**src/rtl/lsu_bus_bridge.sv**
```systemverilog
// Load/store bridge: one CPU read/write request becomes one bus request/response transaction.
// Optional misalignment trap is compiled in with `define LSU_MISALIGN_TRAP_EN.
module lsu_bus_bridge #(
  parameter int unsigned ADDR_W      = 32,
  parameter int unsigned TIMEOUT_CYC = 255
) (
  input  logic              clk,
  input  logic              rst_n,
  input  logic [ADDR_W-1:0] addr_cpu,
  input  logic              rready_cpu,
  output logic              rvalid_cpu,
  input  logic              wvalid_cpu,
  output logic              wready_cpu,
  input  logic [31:0]       wdata_cpu,
  input  logic [3:0]        strb_cpu,
`ifdef LSU_MISALIGN_TRAP_EN
  input  logic [1:0]        misalign_rd_size,
`endif
  output logic [31:0]       rdata_cpu,
  output logic              bus_req_valid,
  input  logic              bus_req_ready,
  output logic              bus_we,
  output logic [ADDR_W-1:0] bus_addr,
  output logic [31:0]       bus_wdata,
  output logic [3:0]        bus_wstrb,
  input  logic              bus_rsp_valid,
  input  logic [31:0]       bus_rsp_rdata,
  input  logic              bus_rsp_err,
  output logic              lsu_err,
  output logic [ADDR_W-1:0] lsu_err_addr
);

  localparam int unsigned CntW   = (TIMEOUT_CYC > 0) ? $clog2(TIMEOUT_CYC + 1) : 1;
  localparam bit          WdogEn = (TIMEOUT_CYC != 0);
  localparam logic [CntW-1:0] CntMax  = CntW'(TIMEOUT_CYC);
  localparam logic [CntW-1:0] CntLast = (TIMEOUT_CYC == 0) ? '0 : CntW'(TIMEOUT_CYC - 1);

  typedef enum logic [1:0] {StIdle, StReq, StRsp, StDone} state_e;

  state_e            state_q, state_d;
  logic [CntW-1:0]   cnt_q, cnt_d;
  logic [ADDR_W-1:0] addr_q, addr_d;
  logic              we_q, we_d;
  logic [31:0]       wdata_q, wdata_d;
  logic [3:0]        strb_q, strb_d;
  logic [31:0]       rdata_q, rdata_d;
  logic              err_q, err_d;
  logic [ADDR_W-1:0] err_addr_q, err_addr_d;
  logic              capture, abort, timeout, misalign;

`ifdef LSU_MISALIGN_TRAP_EN
  // Writes infer access size from the lane-shifted strobes; reads use the supplied size.
  always_comb begin
    misalign = 1'b0;
    if (wvalid_cpu) begin
      case (strb_cpu)
        4'b0001, 4'b0010, 4'b0100, 4'b1000: misalign = 1'b0;
        4'b0011, 4'b1100:                   misalign = addr_cpu[0];
        4'b1111:                            misalign = |addr_cpu[1:0];
        default:                            misalign = 1'b1;
      endcase
    end else begin
      case (misalign_rd_size)
        2'b01:   misalign = addr_cpu[0];
        2'b10:   misalign = |addr_cpu[1:0];
        default: misalign = 1'b0;
      endcase
    end
  end
`else
  assign misalign = 1'b0;
`endif

  assign timeout = WdogEn && (cnt_q == CntLast);

  always_comb begin
    state_d    = state_q;
    cnt_d      = cnt_q;
    addr_d     = addr_q;
    we_d       = we_q;
    wdata_d    = wdata_q;
    strb_d     = strb_q;
    rdata_d    = rdata_q;
    err_d      = err_q;
    err_addr_d = err_addr_q;
    capture    = 1'b0;
    abort      = 1'b0;

    unique case (state_q)
      StIdle: begin
        if (rready_cpu || wvalid_cpu) begin
          addr_d  = addr_cpu;
          we_d    = wvalid_cpu;
          wdata_d = wdata_cpu;
          strb_d  = wvalid_cpu ? strb_cpu : 4'b0000;
          err_d   = 1'b0;
          state_d = StReq;
          if (misalign) begin
            state_d    = StDone;
            err_d      = 1'b1;
            err_addr_d = addr_cpu;
          end
        end
      end
      StReq: begin
        // A handshake on the last watchdog cycle still counts; the bus has seen it.
        if (bus_req_ready) begin
          if (bus_rsp_valid) capture = 1'b1;
          else               state_d = StRsp;
        end else if (timeout) begin
          abort = 1'b1;
        end
      end
      StRsp: begin
        if (bus_rsp_valid) capture = 1'b1;
        else if (timeout)  abort   = 1'b1;
      end
      StDone: begin
        state_d = StIdle;
        err_d   = 1'b0;
      end
      default: state_d = StIdle;
    endcase

    if (capture) begin
      state_d = StDone;
      if (!we_q) rdata_d = bus_rsp_err ? 32'h0 : bus_rsp_rdata;
      if (bus_rsp_err) begin
        err_d      = 1'b1;
        err_addr_d = addr_q;
      end
    end
    if (abort) begin
      state_d    = StDone;
      err_d      = 1'b1;
      err_addr_d = addr_q;
      if (!we_q) rdata_d = 32'h0;
    end

    // Watchdog restarts on every state change and saturates rather than wrapping.
    if (state_d != state_q) begin
      cnt_d = '0;
    end else if ((state_q == StReq || state_q == StRsp) && cnt_q != CntMax) begin
      cnt_d = cnt_q + 1'b1;
    end
  end

  always_ff @(posedge clk) begin
    if (!rst_n) begin
      state_q    <= StIdle;
      cnt_q      <= '0;
      addr_q     <= '0;
      we_q       <= 1'b0;
      wdata_q    <= '0;
      strb_q     <= '0;
      rdata_q    <= '0;
      err_q      <= 1'b0;
      err_addr_q <= '0;
    end else begin
      state_q    <= state_d;
      cnt_q      <= cnt_d;
      addr_q     <= addr_d;
      we_q       <= we_d;
      wdata_q    <= wdata_d;
      strb_q     <= strb_d;
      rdata_q    <= rdata_d;
      err_q      <= err_d;
      err_addr_q <= err_addr_d;
    end
  end

  assign bus_req_valid = (state_q == StReq);
  assign bus_we        = we_q;
  assign bus_addr      = {addr_q[ADDR_W-1:2], 2'b00};
  assign bus_wdata     = wdata_q;
  assign bus_wstrb     = strb_q;
  // Completion is qualified by the live CPU request so a dropped request finishes silently.
  assign rvalid_cpu    = (state_q == StDone) && !we_q && rready_cpu;
  assign wready_cpu    = (state_q == StDone) && we_q && wvalid_cpu;
  assign rdata_cpu     = rdata_q;
  assign lsu_err       = (state_q == StDone) && err_q;
  assign lsu_err_addr  = err_addr_q;

endmodule

```
**config.mk**
```make
export PLATFORM = sky130hd
export DESIGN_NAME = lsu_bus_bridge
export DESIGN_NICKNAME = d
export VERILOG_FILES = /design/src/rtl/lsu_bus_bridge.sv
export SDC_FILE = /design/constraint.sdc
export NUM_CORES = 1
export LEC_CHECK = 0
export CORE_AREA = 5 5 144 146
export DETAILED_ROUTE_END_ITERATION = 10
export DIE_AREA = 0 0 149 151
export HOLD_SLACK_MARGIN = 0.08
export SLEW_MARGIN = 0
export SYNTH_ARGS = -nofsm -noshare
export SYNTH_HDL_FRONTEND = slang
export SYNTH_SLANG_ARGS = --single-unit
```
**constraint.sdc**
```tcl
create_clock -name clk -period 2.5 [get_ports clk]
set_input_delay 0.5 -clock clk [delete_from_list [all_inputs] [get_ports clk]]
set_output_delay 0.5 -clock clk [all_outputs]
set_load 0.01 [all_outputs]
```
# [Yosys cells after proc, flatten, opt, wreduce, memory -nomap -nowiden]
# Index checks and enable logic that the tools add are counted.
[classes] add_sub_neg=1 n_eq_ne=6 muxes=27 bitwise_logic=1 n_reduce_logical=15
[op_table] cell="32-bit 2-to-1 mux" count=8
[op_table] cell="2-bit 2-to-1 mux" count=5
[op_table] cell="1-bit 2-to-1 mux" count=9
[op_table] cell="8-bit by 1-bit adder with 8-bit output, second input constant" count=1
[op_table] cell="8-bit == test, second input constant" count=1
[op_table] cell="8-bit inequality test, second input constant" count=1
[op_table] cell="1-bit logical AND" count=6
[op_table] cell="1-bit case mux with 2 select lines" count=3
[op_table] cell="2-bit case mux with 3 select lines" count=1
[op_table] cell="2-bit == test, second input constant" count=2
[op_table] cell="4-bit 2-to-1 mux" count=1
[op_table] cell="2-bit AND reduction" count=2
[op_table] cell="2-bit nonzero test" count=2
[op_table] cell="2-bit by 1-bit == test with 1-bit output, second input constant" count=1
[op_table] cell="2-bit zero test" count=1
[op_table] cell="1-bit logical OR" count=2
[op_table] cell="2-bit inequality test" count=1
[op_table] cell="2-bit OR reduction" count=1
[op_table] cell="1-bit zero test" count=1
[op_table] cell="1-bit NOT" count=1
[word_totals] reg_bits=144 inputBits=107 output_inout_bits=137 elab_cells=59

# [Logic depth before layout (Yosys ltp)]
# Gate-level depths: netlist of the first run.
[depth] depth_word=7 ltp_mapped=8

# [Least setup slack after synthesis of the first run]
# No wires, ideal clock.
[synth_timing] kind="register to register" from="register state_q[0]" to="register with a tool-made name" arrival_ps=1954 t_required_ps=2383 setup_slack_ps=429 path_stages_with_launch=9 n_path_buf=1 cell_sequence="dfxtp_1 -> inv_1 -> ha_1 -> nand4_1 -> a211oi_4 -> nor2_2 -> o21a_2 -> buf_6 -> a22o_1"
[synth_lines] item="start: declaration" line="40" rtl="state_e state_q, state_d;"
[synth_lines] item="start signal: assignment" line="150" rtl="state_q <= StIdle;"
[synth_lines] item="start signal: assignment" line="160" rtl="state_q <= state_d;"

# [Final worst setup path of the first run]
[layout_timing] from="input port wvalid_cpu" to="output port wready_cpu"
[layout_via] elab_chain_len=1
[layout_rtl] item="start: declaration" line="12" rtl="input logic wvalid_cpu,"
[layout_rtl] item="1-bit logical AND" line="179" rtl="assign wready_cpu = (state_q == StDone) && we_q && wvalid_cpu;"
[layout_rtl] item="end: declaration" line="13" rtl="output logic wready_cpu,"
# No other way between the ends.

==> results.cfg, run 1 <==
[worst_setup_path]
crit_path_start_kind = input pin
cp_data_required_time_ps = 2000
worstSetupPathType = in -> out
r2r_start = state_q[0]$_SDFF_PN0_
critPathCaptureType = primary output
r2r_cells = 7
arrival_ps = 1800
cp_max_fo = 3
reg2reg_slack_ps = 260

[yosys]
seq_area_frac_synth = 0.509
yosys-top-cells-area = dfxtp_1 51%, a21boi_0 14%, nand2_1 13%
synth_xor_area_frac = 0.00464
synth-edff-count = 0
ys_seq_elements = 144
syn_inst = 632
synthAdderAreaFrac = 0.0155
synthArstFlopShare = 0
syn_avg_cell_area_sq_um = 8.97
yosys.area.top_type = dfxtp_1
syn_area_sq_um = 5670
synth_warnings = 0
synth-simple-area-share = 0.176
synth_top_area_share = 0.509
synth_flop_cell = dfxtp_1
muxShareOfSynthArea = 0
synth_compound_area_frac = 0.217
synth_top_family_by_area = compound AO/OA/AOI/OAI gates
yosysUniqueCellTypes = 42

[clock_network]
cts_setup_buffers = 0
clk_pin_slew_worst_paths_ps = 60
clkLatencyLatePin_ps = 420
htree_levels = 4
cts_buffers = 17
ctsHoldBuffers = 0
cts_max_path_buffers = 2
cts_root_buffer = clkbuf_16
cts_tree = yes
cts_sinks = 144
cts_resized = 0

[sta]
hold_viol = 0
period_share = 0.919
clock.fmax_mhz = 435
slew_headroom = 0.333
layout_min_cycle_time_ps = 2300
setup_viol = 0
rsz0062_at_grt = no
clock_skew_ps = 8.72
timing.final.max_slew_violations = 0
worstMarginPinSlew_ps = 998
hold_slack_ps = 458

[placed_design]
place_congestion = 0.749
place_area_sq_um = 8210
hpwlAfterDp_microns = 11500
io_buffer_count = 241

[finish]
diodes = 0
fin_area_sq_um = 8830
area_growth_pct = 55.8
nNetsFinal = 953
final_core_util = 0.458
final_common_cell = clkdlybuf4s50_1
nFillCells = 1894
layout-drive-gt1-share = 0.0704
final_cell_mix = 240 x clkdlybuf4s50_1, 202 x nand2_1, 144 x dfxtp_1

[routing]
routed_wl_microns = 16500
drt_iter0_drc = 175
dr.pass1.iters = 4
vias = 4892
ant_nets = 0
vias_per_cell = 4.38
wl_per_cell_microns = 14.8
drc = 0

[power]
ir_drop_v = 0.000431
power_density_nw_per_um2 = 754
p_leak_nw = 3.23
finalPower_w = 0.00666

[global_route]
first_global_vias = 4647
globalRoute.totalOverflow = 0
antenna_found_initial = 0
grt_max_degree = 70
grt_pass1_wl_microns = 25200
grt.total_usage = 0.142

[floorplanning]
fp.coreArea_sq_um = 19300
dieArea_sq_um = 22500
fp-row-count = 51
ioPinCount = 244
dieWidth_microns = 149
die_y_microns = 151
initial_core_util = 0.294

[worst_hold_path]
hold_path_class = reg -> reg
holdPathEnd = lsu_err_addr[26]$_SDFFE_PN0P_
hold_path_depth = 2
holdCritStartpoint = lsu_err_addr[26]$_SDFFE_PN0P_

[outcome]
status = complete, no violations

[flow_run]
maxCapViolCount = 0
[final cells by class]
cell class / instances / area, sq um / area share
timing repair buffer: 259 / 2610 / 0.295
clock inverter: 11 / 150 / 0.0170
tap: 265 / 332 / 0.0376
inverter: 5 / 18.8 / 0.00213
sequential: 144 / 2880 / 0.327
multi-input combinational: 412 / 2370 / 0.268
clock buffer: 21 / 470 / 0.0533
[metal layers]
| metal | GRT usage | wire (microns) |
|---|---|---|
| met4 | 0.0430 | 220 |
| met3 | 0.0658 | 1630 |
| met5 | 0 | 0 |
| met2 | 0.229 | 7570 |
| met1 | 0.169 | 7080 |
[where the power goes]
group	internal, W	leakage, nW	total [W]	switching (W)
logic	0.000712	1.75	0.00141	0.000703
registers	0.00248	1.17	0.00259	0.000110
clock network	0.00166	0.301	0.00265	0.000995
[critical path, stage by stage]
cell and delay, ps:
clkdlybuf4s50_1 560, and3_1 190, clkdlybuf4s50_1 550
[cell usage after synthesis, drive strengths merged, types with 3 or more instances]
cell and n:
nand2 202, buf 45, a22o 32, a21oi 3
nand2b 3, ha 7, nand3 7, a21boi 103
clkbuf 27, nor3 7, nand4 5, inv 5
o21ai 7, nor2 8, dfxtp 144
[worst max path at each step]
stage | slack (ps) | startpoint | end | depth (start not counted)
2_1_floorplan | 430 | state_q[0]$_SDFF_PN0_ | flip-flop | 8
3_3_place_gp | 60 | bus_req_ready | flip-flop | 6
3_5_place_dp | -20 | bus_req_ready | lsu_err_addr[20]$_SDFFE_PN0P_ | 6
4_1_cts | 170 | state_q[0]$_SDFF_PN0_ | wready_cpu | 4
5_1_grt | 50 | state_q[0]$_SDFF_PN0_ | lsu_err_addr[23]$_SDFFE_PN0P_ | 7
6_report | 200 | wvalid_cpu | wready_cpu | 3
[cells by family after synthesis]
| group | count (synthesis) |
|---|---|
| and+or+nand+nor | 243 |
| DFF | 144 |
| buffers and inverters | 77 |
| adders and majority gates | 7 |
| AOI/OAI and AO/OA | 157 |
| xor gates and xnor gates | 3 |
| other | 1 |
[through the flow]
stage	instances	setup WS, ps	TNS [ps]
floorplan	633	429	0
global route	1117	51.0	0
detailed placement	1085	-22.3	-22.3
global placement	1085	64.0	0
finish	1117	202	0
CTS	1117	169	0
Power figures use the tool's default switching activity.
==> inputs of run 2 (changes only) <==
==> constraint.sdc (replaced) <==
create_clock -name clk -period 1.9 [get_ports clk]
set_input_delay 0.38 -clock clk [delete_from_list [all_inputs] [get_ports clk]]
set_output_delay 0.38 -clock clk [all_outputs]
set_load 0.01 [all_outputs]
==> run 2 against run 1 <==
Net effect: the run now ends with setup timing left; critical endpoint is now lsu_err_addr[16]$_SDFFE_PN0P_; largest cell class is now buffers; clock-buffer cell count decreased by 2; clock skew increased by 0.71 ps; cell area increased by 8.0%; via count increased by 4.0%; setup slack got worse by 300 ps; die area unchanged.
==> results.cfg, run 2 (synthesis results as in run 1) <==
[outcome]
status = finished with violations
violations = setup timing

[finish]
area_growth_pct = 68.3
diodes = 0
layout-drive-gt1-share = 0.175
fin_area_sq_um = 9540
layout.area.seq_sq_um = 2890
multi_input_area_sq_um = 2640
final_cell_mix = 236 x clkdlybuf4s50_1, 178 x nand2_1, 141 x dfxtp_1
final_common_cell = clkdlybuf4s50_1
nFillCells = 1846
nNetsFinal = 989
final_core_util = 0.495

[worst_setup_path]
worstSetupPathType = reg -> reg
reg2reg_slack_ps = -100
crit_path_start_kind = flip-flop
cp_data_required_time_ps = 2190
cp_max_fo = 9
critPathCaptureType = flip-flop
arrival_ps = 2290
r2r_start = state_q[0]$_SDFF_PN0_
r2r_cells = 11
rr_endpoint = lsu_err_addr[16]$_SDFFE_PN0P_

[power]
p_comb_frac = 0.236
switching_share = 0.280
p_clk_frac = 0.381
p_seq_frac = 0.383
p_int_w = 0.00644
ir_drop_v = 0.000585
p_switching_w = 0.00251
power_density_nw_per_um2 = 938
p_leak_nw = 3.52

[sta]
timing.final.max_slew_violations = 0
setup_slack_ps = -99.8
period_share = 1.05
clock.fmax_mhz = 500
setup_viol = 68
clock_skew_ps = 9.43
rsz0062_at_grt = yes
hold_viol = 0
layout_min_cycle_time_ps = 2000

[worst_hold_path]
hold_path_class = reg -> reg
holdPathEnd = lsu_err_addr[11]$_SDFFE_PN0P_
holdCritStartpoint = lsu_err_addr[11]$_SDFFE_PN0P_
hold_path_depth = 2

[clock_network]
cts_max_path_buffers = 2
cts_buffers = 17
cts_sinks = 144
htree_levels = 4
cts_root_buffer = clkbuf_16
clkLatencyLatePin_ps = 410
cts_tree = yes
clk_pin_slew_worst_paths_ps = 60
ctsHoldBuffers = 0

[flow_run]
maxCapViolCount = 0

[routing]
vias = 5087
drc = 0
dr.pass1.iters = 4
routed_wl_microns = 18400
drt_iter0_drc = 166
vias_per_cell = 4.42
ant_nets = 0
wl_per_cell_microns = 15.9

[placed_design]
hpwlAfterDp_microns = 12000
place_congestion = 0.748
place_area_sq_um = 8440
io_buffer_count = 241
dp_worst_setup_slack_ps = -297

[global_route]
first_global_vias = 4973
grt.total_usage = 0.154
globalRoute.totalOverflow = 0
grt_max_degree = 65
antenna_found_initial = 0
grt_pass1_wl_microns = 27300

[floorplanning]
dieArea_sq_um = 22500
dieWidth_microns = 149
initial_core_util = 0.294
fp-row-count = 51
die_y_microns = 151
ioPinCount = 244
fp.coreArea_sq_um = 19300
[run 2: changes by cell type in the layout (fill, tap and decap cells not counted), moves of 6 or more]
| cell | change |
|---|---|
| a21boi_0 | -31 |
| a21boi_2 | +13 |
| nand2_2 | +13 |
| a21boi_1 | +18 |
| buf_4 | +21 |
| nand2_1 | -24 |
| nand2_4 | +11 |
| clkbuf_16 | +6 |
[run 2: layout make-up]
class                      count  area share
clock inverter                12      0.0167
multi-input combinational    412       0.277
inverter                       5     0.00249
clock buffer                  19      0.0454
tap                          265      0.0348
sequential                   144       0.303
timing repair buffer         295       0.321
[run 2: timing repair]
action | 4_1_cts | 5_1_grt
buffers inserted | 2 | 3
pin swaps | 8 | 32
gates resized for setup | 41 | 74
cloned | 1 | 7
endpoints found under the setup margin | 76 | 76
[run 2: metrics by stage]
step	hold slack [ps]	power [W]	TNS (ps)	cells
3_5_place_dp	453	0.00549	-19210	1108
5_1_grt	467	0.00942	-10150	1152
4_1_cts	452	0.00901	-868	1142
6_report	447	0.00894	-3450	1152
3_3_place_gp	446	0.00548	-16990	1108
2_1_floorplan	444	0.00447	0	633
[run 2: worst max-delay path by stage]
stage | start | to | slack (ps) | cells after the start
2_1_floorplan | state_q[0]$_SDFF_PN0_ | cnt_q[0]$_SDFFE_PP0P_ | 20 | 8
6_report | state_q[0]$_SDFF_PN0_ | lsu_err_addr[16]$_SDFFE_PN0P_ | -100 | 11
3_3_place_gp | bus_req_ready | cnt_q[3]$_SDFFE_PP0P_ | -260 | 7
5_1_grt | state_q[0]$_SDFF_PN0_ | lsu_err_addr[16]$_SDFFE_PN0P_ | -200 | 11
3_5_place_dp | wvalid_cpu | cnt_q[4]$_SDFFE_PP0P_ | -300 | 6
4_1_cts | state_q[0]$_SDFF_PN0_ | cnt_q[2]$_SDFFE_PP0P_ | -50 | 9
[run 2: routing by layer]
layer | up-vias | wire [microns] | GRT usage | share of wire
met5 | - | 0 | 0 | 0
li1 | 2568 | - | - | -
met1 | 2355 | 7710 | 0.185 | 0.42
met4 | 0 | 177 | 0.0416 | 0.0096
met2 | 152 | 8810 | 0.253 | 0.48
met3 | 12 | 1660 | 0.0667 | 0.090
[run 2: worst max-delay path: stages, from the launching register on]
cell,delay (ps)
dfxtp_4,370
inv_4,50
ha_4,280
nand4_1,180
a211oi_4,250
buf_4,170
buf_6,110
a21oi_4,40
buf_12,150
clkbuf_16,160
nand2_1,60
a21boi_0,60
[run 2: power groups by stage]
stage	clock network (W)	logic, W	registers [W]
after floorplan	0	0.000948	0.00352
after global placement	0	0.00201	0.00347
after detailed placement	0	0.00201	0.00348
after CTS	0.00352	0.00207	0.00342
after global routing	0.00365	0.00231	0.00346
final	0.00341	0.00211	0.00342
==> inputs of run 3 (changes only) <==
--- a/config.mk
+++ b/config.mk
@@ -5,9 +5,9 @@
 export SDC_FILE = /design/constraint.sdc
 export NUM_CORES = 1
 export LEC_CHECK = 0
-export CORE_AREA = 5 5 144 146
+export CORE_AREA = 2 2 141 143
 export DETAILED_ROUTE_END_ITERATION = 10
-export DIE_AREA = 0 0 149 151
+export DIE_AREA = 0 0 143 145
 export HOLD_SLACK_MARGIN = 0.08
 export SLEW_MARGIN = 0
 export SYNTH_ARGS = -nofsm -noshare
==> run 3 against run 2 <==
Net effect: the flow still finishes with violations (setup timing); register-to-register slack better by 60 ps; cell area down 1.2%; setup slack better by 58 ps; fmax up 3.0%; final cell count about the same; clock power down 7.3%; sequential power about the same; non-clock buffer count unchanged; via count up 0.83%; global-route usage up 0.27 points; power down 2.3%; critical path type unchanged; largest power group unchanged; highest routed layer unchanged.
==> results.cfg, run 3 (synthesis results as in run 1) <==
[clock_network]
clk_pin_slew_worst_paths_ps = 60
ctsHoldBuffers = 0
cts_root_buffer = clkbuf_16
cts_sinks = 144
cts_tree = yes
cts_max_path_buffers = 2
clkLatencyLatePin_ps = 420
htree_levels = 4
cts_buffers = 17

[finish]
stdcell_count = 1153
diodes = 0
final_common_cell = clkdlybuf4s50_1
final_core_util = 0.491
nNetsFinal = 989
layout-drive-gt1-share = 0.163
final_cell_mix = 235 x clkdlybuf4s50_1, 186 x nand2_1, 141 x dfxtp_1
nFillCells = 1828
area_growth_pct = 66.3

[sta]
setup_slack_ps = -42.1
worstMarginPinSlew_ps = 541
hold_viol = 0
rsz0062_at_grt = yes
layout_min_cycle_time_ps = 1940
timing.final.max_slew_violations = 0
hold_slack_ps = 447
clock.fmax_mhz = 515
slew_headroom = 0.639
period_share = 1.02
clock_skew_ps = 8.45
setup_viol = 34

[routing]
dr.pass1.iters = 4
drt_iter0_drc = 146
vias_per_cell = 4.45
routed_wl_microns = 17400
ant_nets = 0
vias = 5129
drc = 0
wl_per_cell_microns = 15.1

[floorplanning]
fp-row-count = 51
dieWidth_microns = 143
dieArea_sq_um = 20700
initial_core_util = 0.295
fp.coreArea_sq_um = 19200
die_y_microns = 145
ioPinCount = 244

[placed_design]
hpwlAfterDp_microns = 11100
io_buffer_count = 241
placed_cells_incl_taps = 1105
place_congestion = 0.729

[worst_setup_path]
critPathCaptureType = flip-flop
arrival_ps = 2280
cp_max_fo = 8
crit_path_start_kind = flip-flop
cp_data_required_time_ps = 2240
worstSetupPathType = reg -> reg
r2r_start = state_q[0]$_SDFF_PN0_
critPathLaunch = state_q[0]$_SDFF_PN0_

[power]
p_leak_nw = 3.52
p_clk_frac = 0.362
p_int_w = 0.00609
p_seq_frac = 0.392
p_switching_w = 0.00265
finalPower_w = 0.00874
ir_drop_v = 0.000543
switching_share = 0.303
power_density_nw_per_um2 = 927
p_comb_frac = 0.246

[global_route]
grt.total_usage = 0.157
globalRoute.totalOverflow = 0
antenna_found_initial = 0
first_global_vias = 4769
grt_max_degree = 60
grt_pass1_wl_microns = 25500

[outcome]
status = finished with violations
violations = setup timing

[worst_hold_path]
holdCritStartpoint = lsu_err_addr[27]$_SDFFE_PN0P_
hold_path_class = reg -> reg

[flow_run]
maxCapViolCount = 0
==> run 3: changes by cell type in the layout (fill, tap and decap cells not counted), sizes merged <==
cell	change
clkbuf	-2
dlygate4sd2	-1
buf	+2
dlymetal6s2s	+1
clkinv	-1
clkinvlp	+1
inv	+5
clkdlybuf4s50	-1
bufinv	-3
==> run 3: area by class of cell <==
cell class / count / area, sq um / share of cell area
clock buffers: 18 / 429 / 0.0455
clock inverters: 14 / 123 / 0.0130
inverters: 5 / 23.8 / 0.00252
multi-input cells: 412 / 2610 / 0.277
flip-flops and latches: 144 / 2890 / 0.307
well taps: 265 / 332 / 0.0352
repair buffers: 295 / 3020 / 0.320
==> run 3: worst paths after layout <==
check | to | slack (ps) | cells past startpoint
max | cnt_q[2]$_SDFFE_PP0P_ | -40 | 9
min | lsu_err_addr[27]$_SDFFE_PN0P_ | 450 | 2
max reg2reg | cnt_q[2]$_SDFFE_PP0P_ | -40 | 9
min reg2reg | lsu_err_addr[27]$_SDFFE_PN0P_ | 450 | 2
==> run 3: power by group through the flow <==
stage | sequential [W] | combinational [W] | clock, W
after global routing | 0.00346 | 0.00234 | 0.00340
after global placement | 0.00347 | 0.00196 | 0
final | 0.00343 | 0.00215 | 0.00316
after CTS | 0.00341 | 0.00202 | 0.00327
after detailed placement | 0.00348 | 0.00196 | 0
after floorplan | 0.00352 | 0.000948 | 0
==> run 3: metrics by stage <==
step | TNS (ps) | setup slack, ps | instance area [sq um]
2_1_floorplan | 0 | 15.0 | 5690
3_3_place_gp | -26690 | -325 | 8390
3_5_place_dp | -28280 | -324 | 8390
4_1_cts | -122 | -30.4 | 9010
5_1_grt | -6110 | -116 | 9430
6_report | -765 | -42.1 | 9430
==> run 3: timing repair <==
item / 4_1_cts / 5_1_grt
endpoints found under the setup margin: 76 / 76
setup buffers: 2 / 7
cloned: 0 / 8
resized for setup: 39 / 68
pin swaps: 10 / 48
==> run 3: worst max-delay path, stage by stage (launching register included) <==
cell and delay [ps]:
dfxtp_4 380, inv_6 40, ha_4 280, nand4_1 130, a211oi_4 290, buf_6 170, o311a_4 180, a31oi_4 40
buf_12 160, nor4b_4 190
==> run 3: layer usage <==
layer	track usage	part of all wire
met5	0	0
met4	0.0515	0.012
met2	0.247	0.49
met3	0.0660	0.078
met1	0.192	0.42
